==> src/rtl/pipe_skid_buffer.sv <==
// Two-entry registered skid buffer between pipeline stages (main + skid).
// Define PIPE_PERF_EN to add the saturating stall_cnt performance counter.
module pipe_skid_buffer #(
  parameter int DSIZE = 32,
  parameter int ASIZE = 5,
  parameter int FSIZE = 4
) (
  input  logic             clk,
  input  logic             rst_n,
  input  logic             flush,
  input  logic             in_valid,
  input  logic [DSIZE-1:0] in_data,
  input  logic [ASIZE-1:0] in_addr,
  input  logic [FSIZE-1:0] in_flags,
  output logic             in_ready,
  output logic             out_valid,
  output logic [DSIZE-1:0] out_data,
  output logic [ASIZE-1:0] out_addr,
  output logic [FSIZE-1:0] out_flags,
  input  logic             out_ready
`ifdef PIPE_PERF_EN
  ,
  output logic [15:0]      stall_cnt
`endif
);

  localparam int W = DSIZE + ASIZE + FSIZE;

  typedef enum logic [1:0] {
    EMPTY = 2'd0,
    ONE   = 2'd1,
    FULL  = 2'd2
  } state_t;

  state_t         state;
  logic [W-1:0]   main_q;
  logic [W-1:0]   skid_q;
  logic [W-1:0]   in_pl;
  logic           accept;
  logic           emit;

  assign in_pl  = {in_data, in_addr, in_flags};
  assign accept = in_valid & in_ready;
  assign emit   = out_valid & out_ready;

  // Handshake flags are kept as flops alongside the state.
  always_ff @(posedge clk or negedge rst_n) begin
    if (!rst_n) begin
      state     <= EMPTY;
      main_q    <= '0;
      skid_q    <= '0;
      in_ready  <= 1'b1;
      out_valid <= 1'b0;
    end else if (flush) begin
      state     <= EMPTY;
      main_q    <= '0;
      skid_q    <= '0;
      in_ready  <= 1'b1;
      out_valid <= 1'b0;
    end else begin
      unique case (state)
        EMPTY: begin
          if (accept) begin
            main_q    <= in_pl;
            state     <= ONE;
            out_valid <= 1'b1;
          end
        end
        ONE: begin
          if (accept && emit) begin
            main_q <= in_pl;
          end else if (accept) begin
            skid_q   <= in_pl;
            state    <= FULL;
            in_ready <= 1'b0;
          end else if (emit) begin
            main_q    <= '0;
            state     <= EMPTY;
            out_valid <= 1'b0;
          end
        end
        FULL: begin
          if (emit) begin
            main_q   <= skid_q;
            skid_q   <= '0;
            state    <= ONE;
            in_ready <= 1'b1;
          end
        end
        default: begin
          state     <= EMPTY;
          main_q    <= '0;
          skid_q    <= '0;
          in_ready  <= 1'b1;
          out_valid <= 1'b0;
        end
      endcase
    end
  end

  assign {out_data, out_addr, out_flags} = main_q;

`ifdef PIPE_PERF_EN
  // Flush intentionally leaves the counter alone.
  always_ff @(posedge clk or negedge rst_n) begin
    if (!rst_n) begin
      stall_cnt <= '0;
    end else if (out_valid && !out_ready && stall_cnt != 16'hFFFF) begin
      stall_cnt <= stall_cnt + 16'd1;
    end
  end
`endif

endmodule

==> config.mk <==
export PLATFORM = sky130hd
export DESIGN_NAME = pipe_skid_buffer
export DESIGN_NICKNAME = d
export VERILOG_FILES = /design/src/rtl/pipe_skid_buffer.sv
export SDC_FILE = /design/constraint.sdc
export NUM_CORES = 1
export LEC_CHECK = 0
export CAP_MARGIN = 20
export CELL_PAD_IN_SITES_DETAIL_PLACEMENT = 2
export CELL_PAD_IN_SITES_GLOBAL_PLACEMENT = 2
export CORE_ASPECT_RATIO = 0.8
export CORE_MARGIN = 2
export CORE_UTILIZATION = 35
export DETAILED_ROUTE_END_ITERATION = 8
export HOLD_SLACK_MARGIN = 0.12
export PLACE_DENSITY_LB_ADDON = 0.1
export RECOVER_POWER = 25
export REMOVE_ABC_BUFFERS = 1
export SYNTH_ARGS = -nofsm -noshare
export SYNTH_HDL_FRONTEND = slang
export SYNTH_SLANG_ARGS = --single-unit
export TNS_END_PERCENT = 50
==> constraint.sdc <==
create_clock -name clk -period 2.5 [get_ports clk]
set_input_delay 0.375 -clock clk [delete_from_list [all_inputs] [get_ports clk]]
set_output_delay 0.375 -clock clk [all_outputs]
set_load 0.05 [all_outputs]
; ---- Word-level counts from Yosys, hierarchy flattened
; Index checks and enable logic that the tools add are counted.
[op_classes]
n_eq_ne = 13
n_reduce_logical = 6
mux = 28
bitwise = 2
[op_table]
columns = op, count
row1 = 41-bit 2-to-1 mux, 8
row2 = 41-bit case mux with 3 select lines, 2
row3 = 3-bit != test (second input constant), 6
row4 = 2-bit 2-to-1 mux, 6
row5 = 4-bit != test (second input constant), 3
row6 = 4-bit AND reduction, 3
row7 = 1-bit 2-to-1 mux, 9
row8 = 1-bit case mux with 3 select lines, 2
row9 = 2-bit case mux with 3 select lines, 1
row10 = 5-bit AND reduction, 1
row11 = 2-bit != test (second input constant), 2
row12 = 1-bit bitwise AND, 2
row13 = 2-bit by 1-bit == test with 1-bit output (second input constant), 1
row14 = 2-bit == test (second input constant), 1
row15 = 2-bit logical NOT, 1
row16 = 1-bit logical AND, 1
[word_totals]
out_inout_bits = 43
in_bits = 46
regBits = 86
word_cells = 54

; ---- Logic depth before layout (Yosys ltp)
; Gate-level depths: netlist of the first run.
[logic_depth]
word_depth = 6
mapped_depth = 7
ltp_nobuf = 4

; ---- Worst setup path after synthesis of the first run
; No wires, ideal clock.
[synth_timing]
kind = reg-to-reg
startpoint = register out_valid
endpoint = register skid_q[0]
path_slack_ns = 0.823
arrival_ns = 1.598
path_stages_with_launch = 7
t_required_ns = 2.421
path_buffers = 2
path_cell_list = dfrtp_1 > and2_1 > nor2_1 > o21bai_1 > buf_2 > buf_4 > mux2i_1
[synth_between]
elab_chain_cells = 4
[synth_lines]
columns = item, line_no
row1 = "start, declared", 16  ; output logic out_valid,
row2 = "start signal, assigned", 53  ; out_valid <= 1'b0;
row3 = "start signal, assigned", 59  ; out_valid <= 1'b0;
row4 = "start signal, assigned", 66  ; out_valid <= 1'b1;
row5 = 1-bit bitwise AND *, 44  ; assign emit = out_valid & out_ready;
row6 = 1-bit logical AND, 70  ; if (accept && emit) begin
row7 = 3-bit != test (no source line), n/a
row8 = 4-bit AND reduction (no source line) *, n/a
row9 = "end signal, assigned", 73  ; skid_q <= in_pl;
row10 = "end, declared", 37  ; logic [W-1:0] skid_q;
; Every way passes the cells marked *; elsewhere a longest branch is shown, timed or not.
; A chain may end at the register's enable or synchronous reset.

; ---- Final worst setup path of the first run
[layout_timing]
startpoint = register in_ready
endpoint = output in_ready
[layout_rtl]
columns = item, line_no
row1 = "start, declared", 15  ; output logic in_ready,
row2 = "start signal, assigned", 52  ; in_ready <= 1'b1;
row3 = "start signal, assigned", 58  ; in_ready <= 1'b1;
row4 = "start signal, assigned", 75  ; in_ready <= 1'b0;
; No word-level cell between the ends.

==> results of run 1 <==
[cells in the final DEF, fill, tap and decap left out, types with 3 or more instances in the layout]
master	netlist	layout
mux2i_1	41	41
a21oi_1	6	5
nor2_1	4	4
o2bb2ai_2	30	30
buf_4	8	8
a22oi_1	41	41
nand2_1	45	45
clkbuf_16	0	9
inv_1	42	42
buf_12	0	3
o2bb2ai_1	11	11
clkdlybuf4s50_1	0	87
dfrtp_1	85	85
[cell usage after synthesis (2+ instances only)]
| cell | n |
|---|---|
| nor2b_1 | 2 |
| nand2b_1 | 2 |
| nand2_1 | 45 |
| o2bb2ai_2 | 30 |
| buf_2 | 13 |
| nor2_1 | 4 |
| inv_1 | 42 |
| o2bb2ai_1 | 11 |
| dfrtp_1 | 85 |
| a22oi_1 | 41 |
| a21oi_1 | 6 |
| mux2i_1 | 41 |
| o21bai_1 | 3 |
| clkbuf_1 | 4 |
| a31oi_1 | 2 |
| buf_4 | 8 |
| buf_6 | 3 |
[through the flow]
stage	power, mW	cell area (um^2)	std cells
2_1_floorplan	2.34	3920	325
3_3_place_gp	2.80	5150	572
3_5_place_dp	2.82	5150	572
4_1_cts	4.16	5430	585
5_1_grt	4.29	5420	585
6_report	4.10	5420	585
[layer usage]
metal	track usage	part of all wire	wire, um
met1	0.263	0.46	5420
met2	0.330	0.49	5700
met3	0.0478	0.043	503
met4	0.0462	0.0088	103
met5	0	0	0
[cells by family after synthesis]
group | after synthesis | synth area share
AO/OA/AOI/OAI | 98 | 0.234
flip-flops | 86 | 0.526
multiplexers | 41 | 0.100
buffers and inverters | 70 | 0.0810
AND/OR/NAND/NOR | 58 | 0.0587
[cell type report]
type / count / area (um^2)
Fill cell: 1169 / 6050
Clock buffer: 11 / 243
Clock inverter: 2 / 35.0
Tap cell: 148 / 185
Multi-Input combinational cell: 197 / 1650
Sequential cell: 86 / 2150
Timing Repair Buffer: 99 / 996
Inverter: 42 / 158
[worst max-delay path by stage]
stage                          from  slack, ns    endpoint
after floorplan           out_valid      -1.68   skid_q[0]
after global placement     in_valid       0.47  main_q[16]
after detailed placement  out_ready       0.38  skid_q[29]
after CTS                  in_ready       0.34    in_ready
after global routing       in_ready       0.31    in_ready
final                      in_ready       0.35    in_ready
[state kept, by name (all words and copies together), names as in the netlist]
register	count
in_ready	1
main_q	41
out_valid	1
skid_q	41
state	2
[power groups by stage]
stage          clock network, mW  registers [mW]  logic (mW)
5_1_grt                     1.41            1.65        1.24
3_3_place_gp                   0            1.65        1.15
4_1_cts                     1.35            1.63        1.18
3_5_place_dp                   0            1.65        1.17
6_report                    1.32            1.63        1.15
2_1_floorplan                  0            1.91       0.427
==> impl_results.md, run 1 <==
- Outcome: finished, violations left
- Failing checks: max-capacitance violations, max-slew violations
- # IOs: between 80 and 90
- Leak Pwr: around 2.4 nW
- Register area share after synthesis: 0.526
- Post-DP HPWL: between 7000 and 8000 um
- Routed wire length: 11,700 um
- Hold WS: 0.399 ns
- Final TNS setup: 0 ns
- GP Congestion: ~0.81
- CTS tree: built
- Synth Cell Area: just over 0.004 mm^2
- Critical R2R Capture: main_q[17]
- Critical Path AT: ~1.8 ns
- Clock Latency Late Sink: 0.34 ns
- Initial Utilization: 0.357
- Critical-path maximum fanout: 8
- DR vias/cell: roughly 5.3
- Root buffer cell: clkbuf_16
- Final Cycle Share: 0.860
- Max_slew headroom: -0.0205
- Global-route wire length before repair: roughly 19,000 um
- Finished Core Util: 0.473
- Post-synth ARST share: 1.00
- Final #Nets: 481
- Net Sw Frac: 0.336
- R2R setup slack: between 0.5 and 0.6 ns
- Die W: ~120 um
- Post-CTS setup buffer count: 0
- Setup slack at placement: roughly 0.38 ns
- Port bufs: 88
- Pre-antenna DRT Iters: 4
- Fin worst setup slack: 0.351 ns
- P_int: 2.72 mW
- Iter 0 DRT Violations: roughly 110
- Max-Cap Viols: 1
- Yosys top cell area share: 0.520
- Post-CTS Resized: 0
- Cells after synthesis: roughly 350
- Residual DRC count: 0
- Global route total overflow: 0
- Top post-synthesis cells by area: dfrtp_1 (52%), o2bb2ai_2 (11%), mux2i_1 (10%)
- Synth Register Bits: 86
- Worst path depth: 1
- Max VDD drop: around 0.34 mV
- Ys flop type: dfrtp_1
- Max-slew violations: 57
- Die Height: approximately 100 um
- Mapped Avg Cell Area: between 10 and 15 um^2
- Worst path max stage delay: 0.83 ns
- Synth Warn #: 0
- Worst path slowest cell: clkdlybuf4s50_1
- Share of cells above drive strength 1: 0.140
- CP required: approximately 2.1 ns
- Antenna viol nets, final: 0
- Worst setup SP type: register
- Top Family by Delay on Critical Path: buffers and inverters
- Initial antenna violation count: 0
- Final Setup Violations: 0
- Switching pwr: ~1.4 mW
- R2R depth: 5
- Final Hold Fails: 0
- FP Rows: 35
- Worst slew pin tran: about 1.5 ns
- Buffers & Inverters on Critical Path: 1
- Reg-to-reg critical path startpoint: state[1]
- Via count: between 3k and 4k
- Reg power frac: 0.398
- Layout area overhead: 32.5%
- Total GRT Usage: 0.197
- Die area: around 0.013 mm^2
- Largest net degree at the start of global routing: just under 60
- Kind of critical path: register to output pin
- Synth area leader: dfrtp_1
- Power share of the clock group: 0.321
- Clk_skew: between 0.003 and 0.004 ns
- Critical Path End Type: output pin
- Post-synth EDFFs: 0
- Pwr/cell area: roughly 760 mW/mm^2
- Wirelength per Cell: around 20 um
- Crit path cell chain: clkdlybuf4s50_1
- Max clock buf depth: 2
- RSZ-0062 raised after global routing: false
- Comb pwr share: 0.281
- H-tree depth: 3
- TritonCTS Buffers: 9
- Antenna fix cells: 0
- Hold_buf cts: 0
- Synth unique cells: 28
- Min cycle time layout: 2.15 ns
- Clock slew at reported path FFs: ~0.060 ns
- Hold Crit Class: input pin to asynchronous set/reset pin
- Clock sinks: 86
- Core ar.: 0.0115 mm^2
- Peak Freq: about 0.47 GHz
- Vias in the first global route: about 3.5k
No activity file was read; power rests on OpenSTA's default activity.
==> inputs of run 2 (changes only) <==
--- a/config.mk
+++ b/config.mk
@@ -12,7 +12,7 @@
 export CORE_MARGIN = 2
 export CORE_UTILIZATION = 35
 export DETAILED_ROUTE_END_ITERATION = 8
-export HOLD_SLACK_MARGIN = 0.12
+export HOLD_SLACK_MARGIN = 0.03
 export PLACE_DENSITY_LB_ADDON = 0.1
 export RECOVER_POWER = 25
 export REMOVE_ABC_BUFFERS = 1
==> results of run 2 <==
The final DEF is identical to that of run 1; final timing and power are the same.
==> inputs of run 3 (changes only) <==
--- a/config.mk
+++ b/config.mk
@@ -16,6 +16,7 @@
 export PLACE_DENSITY_LB_ADDON = 0.1
 export RECOVER_POWER = 25
 export REMOVE_ABC_BUFFERS = 1
+export SLEW_MARGIN = 20
 export SYNTH_ARGS = -nofsm -noshare
 export SYNTH_HDL_FRONTEND = slang
 export SYNTH_SLANG_ARGS = --single-unit
==> results of run 3 <==
The final DEF is identical to that of run 1; final timing and power are the same.
